<file path="src/rtl/ps2_prog_campos.sv">
// rtl/ps2_prog_campos.sv - keyboard-driven programming of the hours/minutes/seconds register bank
module ps2_prog_campos #(
  parameter int         TIMEOUT_CYC = 50_000_000,
  parameter logic [7:0] MAX_HORA    = 8'h23,
  parameter logic [7:0] MAX_MINSEG  = 8'h59
) (
  input  logic       clk,
  input  logic       rst,
  input  logic       tecla_ok,
  input  logic       es_ctrl,
  input  logic       es_enter,
  input  logic       es_esc,
  input  logic       es_digito,
  input  logic [3:0] digito,
  input  logic       wr_ack,
  output logic       wr_req,
  output logic [1:0] wr_addr,
  output logic [7:0] wr_data,
  output logic [1:0] campo,
  output logic       ocupado,
  output logic       error
);

  typedef enum logic [2:0] {S_IDLE, S_DEC, S_UNI, S_CONF, S_ESCR} state_t;

  // Firing when the counter is about to become TIMEOUT_CYC-1.
  localparam logic [25:0] TO_LAST = 26'(TIMEOUT_CYC - 2);

  state_t      r_state;
  logic [3:0]  r_tens;
  logic [3:0]  r_unis;
  logic [1:0]  r_campo;
  logic [25:0] r_cnt;
  logic        r_wr_req;
  logic [1:0]  r_wr_addr;
  logic [7:0]  r_wr_data;
  logic        r_ocupado;
  logic        r_error;

  state_t      w_nxt;
  logic [3:0]  w_tens;
  logic [3:0]  w_unis;
  logic [1:0]  w_campo;
  logic        w_err;
  logic        w_esc;
  logic        w_ctrl;
  logic        w_ent;
  logic        w_dig;
  logic        w_timeout;
  logic [7:0]  w_val;
  logic [7:0]  w_lim;

  assign w_esc  = tecla_ok & es_esc;
  assign w_ctrl = tecla_ok & ~es_esc & es_ctrl;
  assign w_ent  = tecla_ok & ~es_esc & ~es_ctrl & es_enter;
  assign w_dig  = tecla_ok & ~es_esc & ~es_ctrl & ~es_enter & es_digito;
  assign w_val  = {r_tens, r_unis};
  assign w_lim  = (r_campo == 2'd0) ? MAX_HORA : MAX_MINSEG;
  assign w_timeout = (r_state != S_IDLE) && (r_state != S_ESCR) && !tecla_ok &&
                     (r_cnt == TO_LAST);

  always_comb begin
    w_nxt   = r_state;
    w_tens  = r_tens;
    w_unis  = r_unis;
    w_campo = r_campo;
    w_err   = 1'b0;
    case (r_state)
      S_IDLE: if (w_ctrl) begin
        w_nxt   = S_DEC;
        w_campo = 2'd0;
        w_tens  = 4'd0;
        w_unis  = 4'd0;
      end
      S_DEC: if (w_dig) begin
        w_tens = digito;
        w_nxt  = S_UNI;
      end
      S_UNI: if (w_dig) begin
        w_unis = digito;
        w_nxt  = S_CONF;
      end
      S_CONF: begin
        if (w_ent) begin
          if (w_val <= w_lim) begin
            w_nxt = S_ESCR;
          end else begin
            w_err  = 1'b1;
            w_tens = 4'd0;
            w_unis = 4'd0;
            w_nxt  = S_DEC;
          end
        end else if (w_dig) begin
          w_tens = r_unis;
          w_unis = digito;
        end
      end
      S_ESCR: if (wr_ack) begin
        w_tens = 4'd0;
        w_unis = 4'd0;
        if (r_campo == 2'd2) begin
          w_nxt   = S_IDLE;
          w_campo = 2'd0;
        end else begin
          w_nxt   = S_DEC;
          w_campo = r_campo + 2'd1;
        end
      end
      default: w_nxt = S_IDLE;
    endcase
    // Esc is honoured everywhere except while a write is outstanding.
    if ((w_esc && r_state != S_IDLE && r_state != S_ESCR) || w_timeout) begin
      w_nxt   = S_IDLE;
      w_campo = 2'd0;
      w_tens  = 4'd0;
      w_unis  = 4'd0;
      w_err   = w_timeout;
    end
  end

  always_ff @(posedge clk or negedge rst) begin
    if (!rst) begin
      r_state   <= S_IDLE;
      r_tens    <= 4'd0;
      r_unis    <= 4'd0;
      r_campo   <= 2'd0;
      r_cnt     <= 26'd0;
      r_wr_req  <= 1'b0;
      r_wr_addr <= 2'd0;
      r_wr_data <= 8'd0;
      r_ocupado <= 1'b0;
      r_error   <= 1'b0;
    end else begin
      r_state   <= w_nxt;
      r_tens    <= w_tens;
      r_unis    <= w_unis;
      r_campo   <= w_campo;
      r_error   <= w_err;
      r_ocupado <= (w_nxt != S_IDLE);
      r_wr_req  <= (w_nxt == S_ESCR);
      if (r_state == S_CONF && w_nxt == S_ESCR) begin
        r_wr_addr <= r_campo;
        r_wr_data <= w_val;
      end
      if (tecla_ok || w_nxt != r_state || r_state == S_IDLE) begin
        r_cnt <= 26'd0;
      end else if (r_state != S_ESCR) begin
        r_cnt <= r_cnt + 26'd1;
      end
    end
  end

  assign wr_req  = r_wr_req;
  assign wr_addr = r_wr_addr;
  assign wr_data = r_wr_data;
  assign campo   = r_campo;
  assign ocupado = r_ocupado;
  assign error   = r_error;

endmodule

</file>
<file path="config.mk">
export PLATFORM = sky130hd
export DESIGN_NAME = ps2_prog_campos
export DESIGN_NICKNAME = d
export VERILOG_FILES = /design/src/rtl/ps2_prog_campos.sv
export SDC_FILE = /design/constraint.sdc
export NUM_CORES = 1
export LEC_CHECK = 0
export CORE_MARGIN = 10
export CORE_UTILIZATION = 55
export CTS_CLUSTER_DIAMETER = 80
export CTS_CLUSTER_SIZE = 24
export DETAILED_ROUTE_END_ITERATION = 10
export GPL_TIMING_DRIVEN = 1
export PLACE_DENSITY = 0.87
export SYNTH_ARGS = -nofsm -noshare
export SYNTH_HDL_FRONTEND = slang
export SYNTH_SLANG_ARGS = --single-unit
</file>
<file path="constraint.sdc">
create_clock -name clk -period 3.38 [get_ports clk]
set_clock_uncertainty 0.15 [all_clocks]
set_input_delay 0.676 -clock clk [delete_from_list [all_inputs] [get_ports clk]]
set_output_delay 0.676 -clock clk [all_outputs]
set_load 0.01 [all_outputs]
</file>
==> run_results.csv <==
group,metric,value,unit
synth,postSynthAreaPerCell,10.1,sq um
clock_tree,cts_hold_buf,0,
power,peakVddDrop,209,uV
grt,grt_overflow,0,
timing,fmax,355,MHz
grt,grt_max_degree,53,
clock_tree,cts_sinks,52,
placed_design,dpl_worst_slack,398,ps
timing,period_share,83.3,%
detailed_routing,drtIter0Drc,138,
synth,synth_area_leaders,"dfrtp_1 (46%), nor4_1 (5.3%), xnor2_1 (4.3%)",
clock_tree,clk_pin_slew,90,ps
grt,grt_pass1_vias,2203,
detailed_routing,drcViolationCount,0,
floorplan,dieHeight,91.9,microns
synth,synthFlopType,"dfrtp_1",
worst_setup_path,worstPathBufferInverterCount,2,
grt,grt_util_all_layers,14.9,%
detailed_routing,wl_per_cell,16.6,microns
detailed_routing,ant_nets,0,
grt,antenna_found_initial,0,
worst_hold_path,min_path_cells,1,
synth,syn_nets,301,
timing,setup_violations,0,
worst_setup_path,max_stage_delay,550,ps
floorplan,die_w,91.9,microns
worst_setup_path,path_depth,9,
detailed_routing,drt_pass1_iterations,4,
synth,yosys_warnings,0,
power,cellInternalPower,990,uW
synth,netlist_instances,282,
worst_setup_path,crit_type,"flop to flop",
timing,finalMaxSlewViolations,0,
clock_tree,cts-root-buf,"clkbuf_8",
timing,period_minus_slack,2810,ps
power,p_clk_share,24.3,%
synth,yosysMostFrequentCell,"dfrtp_1",
floorplan,core,5070,sq um
detailed_routing,via_per_inst,5.94,
floorplan,die_area,8450,sq um
placed_design,place_area,3170,sq um
clock_tree,ctsHtreeMaxLevel,2,
worst_setup_path,cp.arrival,2850,ps
power,p_leak,0.00131,uW
synth,synth_edf_count,0,
worst_hold_path,hold_path.class,"flop to flop",
synth,synth_seq_cells,52,
timing,rsz0062_at_grt,"no",
placed_design,numPortBuffers,26,
worst_setup_path,crit_top_cell,"buf_4",
synth,synth_common_cells,"dfrtp_1 (52), nand2_1 (25), nor4_1 (24)",
timing,setup_ws,566,ps
worst_setup_path,r2r_cells,9,
synth,yosysUniqueCellTypes,49,
synth,yosysTopAreaCellShare,45.8,%
synth,synth-async-reset-ratio,100,%
detailed_routing,wl,6340,microns
final_layout,final_net_count,330,
worst_setup_path,cp_max_fo,16,
timing,setup-tns-final,0,ps
clock_tree,clkLatencyLatePin,310,ps
floorplan,io_pins,27,
timing,relSlewSlack,24.0,%
worst_setup_path,worstPathCellList,"nor2_1 > buf_4 > ha_1 > nand4b_1 > or4_1 > o21a_1 > nor2_2 > buf_4 > mux2_2",
final_layout,antenna_cells,0,
final_layout,drive_above_1_share,9.29,%
outcome,run_status,"finished, final reports clean",
detailed_routing,route.vias.total,2270,
power,p_seq_share,47.9,%
placed_design,dp_hpwl,4590,microns
placed_design,gp_congestion,0.844,
floorplan,start_util,56.0,%
final_layout,fillers,418,
final_layout,postLayoutCellArea,3260,sq um
worst_setup_path,critPathSlowestCell,"or4_1",
worst_setup_path,crit_family,"simple AND/OR/NAND/NOR gates",
worst_setup_path,end_kind,"flop",
synth,seq_area_frac_synth,45.8,%
clock_tree,cts_resized,0,
final_layout,area_growth,14.5,%
grt,grt_pass1_wl,10400,microns
timing,hold_violations,0,
timing,worst_hold_slack,357,ps
clock_tree,cts_tree,"built",
power,switching_share,33.8,%
timing,tightestPinTransition,1140,ps
synth,synth_top_area_cell,"dfrtp_1",
power,p_switching,505,uW
synth,syn_area,2840,sq um
clock_tree,cts_max_path_buffers,2,
power,pwr-share-comb,27.8,%
power,powerDensity,459,nW/um^2
worst_setup_path,cp-start-kind,"flop",
run,drv_cap,0,
clock_tree,cts_buffers,5,
worst_setup_path,critical_path_required,3410,ps
floorplan,num_rows,26,
clock_tree,cts_setup_buffers,0,
==> power by group through the flow <==
stage / clock (uW) / combinational (uW) / sequential (uW)
2_1_floorplan: 0 / 304 / 714
3_3_place_gp: 0 / 395 / 726
3_5_place_dp: 0 / 413 / 728
4_1_cts: 367 / 414 / 716
5_1_grt: 394 / 454 / 727
6_report: 363 / 415 / 717
==> state kept, by name, indices dropped and copies added (netlist names) <==
name / flops
campo: 2
r_cnt: 26
wr_addr: 2
wr_req: 1
r_tens: 4
r_unis: 4
r_state: 3
ocupado: 1
error: 1
wr_data: 8
==> cells by family (layout without fill, tap and decap cells) <==
kind of cell	after synthesis	in the layout	synth area share, %
simple gates	131	131	26.0
mux	9	9	3.56
compound gates	43	43	10.9
buf+inv	15	45	2.99
fa+ha+maj	7	7	3.08
xor+xnor	25	25	7.70
flops	52	52	45.8
==> cell usage in the layout (no fill, tap or decap), types with 5 or more instances in the layout <==
cell	Yosys	final
buf_4	1	6
clkdlybuf4s50_1	0	25
dfrtp_1	52	52
nand2_1	25	25
nand2b_1	5	5
nor2_1	20	20
xnor2_1	14	14
xor2_1	11	11
nor3_1	5	5
nor4_1	24	24
nand4_1	7	7
inv_1	5	5
clkbuf_8	0	6
mux2_2	9	9
a21oi_1	6	6
ha_1	7	7
nand3_1	15	15
o21ai_0	9	9
==> path summary, 6_finish.rpt <==
| path | endpoint | slack (ps) | start |
|---|---|---|---|
| min reg2reg | wr_data[7]$_DFFE_PN0P_ | 360 | wr_data[7]$_DFFE_PN0P_ |
| min in group asynchronous | wr_req$_DFF_PN0_ | 440 | rst |
| min | wr_data[7]$_DFFE_PN0P_ | 360 | wr_data[7]$_DFFE_PN0P_ |
| max in group asynchronous | r_cnt[9]$_DFFE_PN0P_ | 1950 | rst |
| max | wr_data[6]$_DFFE_PN0P_ | 570 | campo[1]$_DFFE_PN0P_ |
| max reg2reg | wr_data[6]$_DFFE_PN0P_ | 570 | campo[1]$_DFFE_PN0P_ |
==> cell type report <==
type | instances | area (sq um) | area share, %
Tap cell | 70 | 87.6 | 2.69
Multi-Input combinational cell | 215 | 1460 | 44.8
Clock buffer | 8 | 90.1 | 2.77
Timing Repair Buffer | 32 | 300 | 9.22
Inverter | 5 | 18.8 | 0.576
Sequential cell | 52 | 1300 | 40.0
==> metrics by stage <==
step / power (uW) / std cells / util (%)
finish: 1490 / 382 / 64.2
global route: 1570 / 382 / 64.2
CTS: 1500 / 382 / 64.2
detailed placement: 1140 / 374 / 62.4
global placement: 1120 / 374 / 62.4
floorplan: 1020 / 282 / -
==> metal layers <==
layer | wire [microns] | vias to the layer above | track usage [%] | share of wire [%]
met4 | 119 | 0 | 5.53 | 1.9
met2 | 3220 | 65 | 25.2 | 51
li1 | - | 1102 | - | -
met3 | 325 | 12 | 3.59 | 5.1
met5 | 0 | - | 0 | 0
met1 | 2680 | 1091 | 18.0 | 42
No activity file was read; power rests on OpenSTA's default activity.
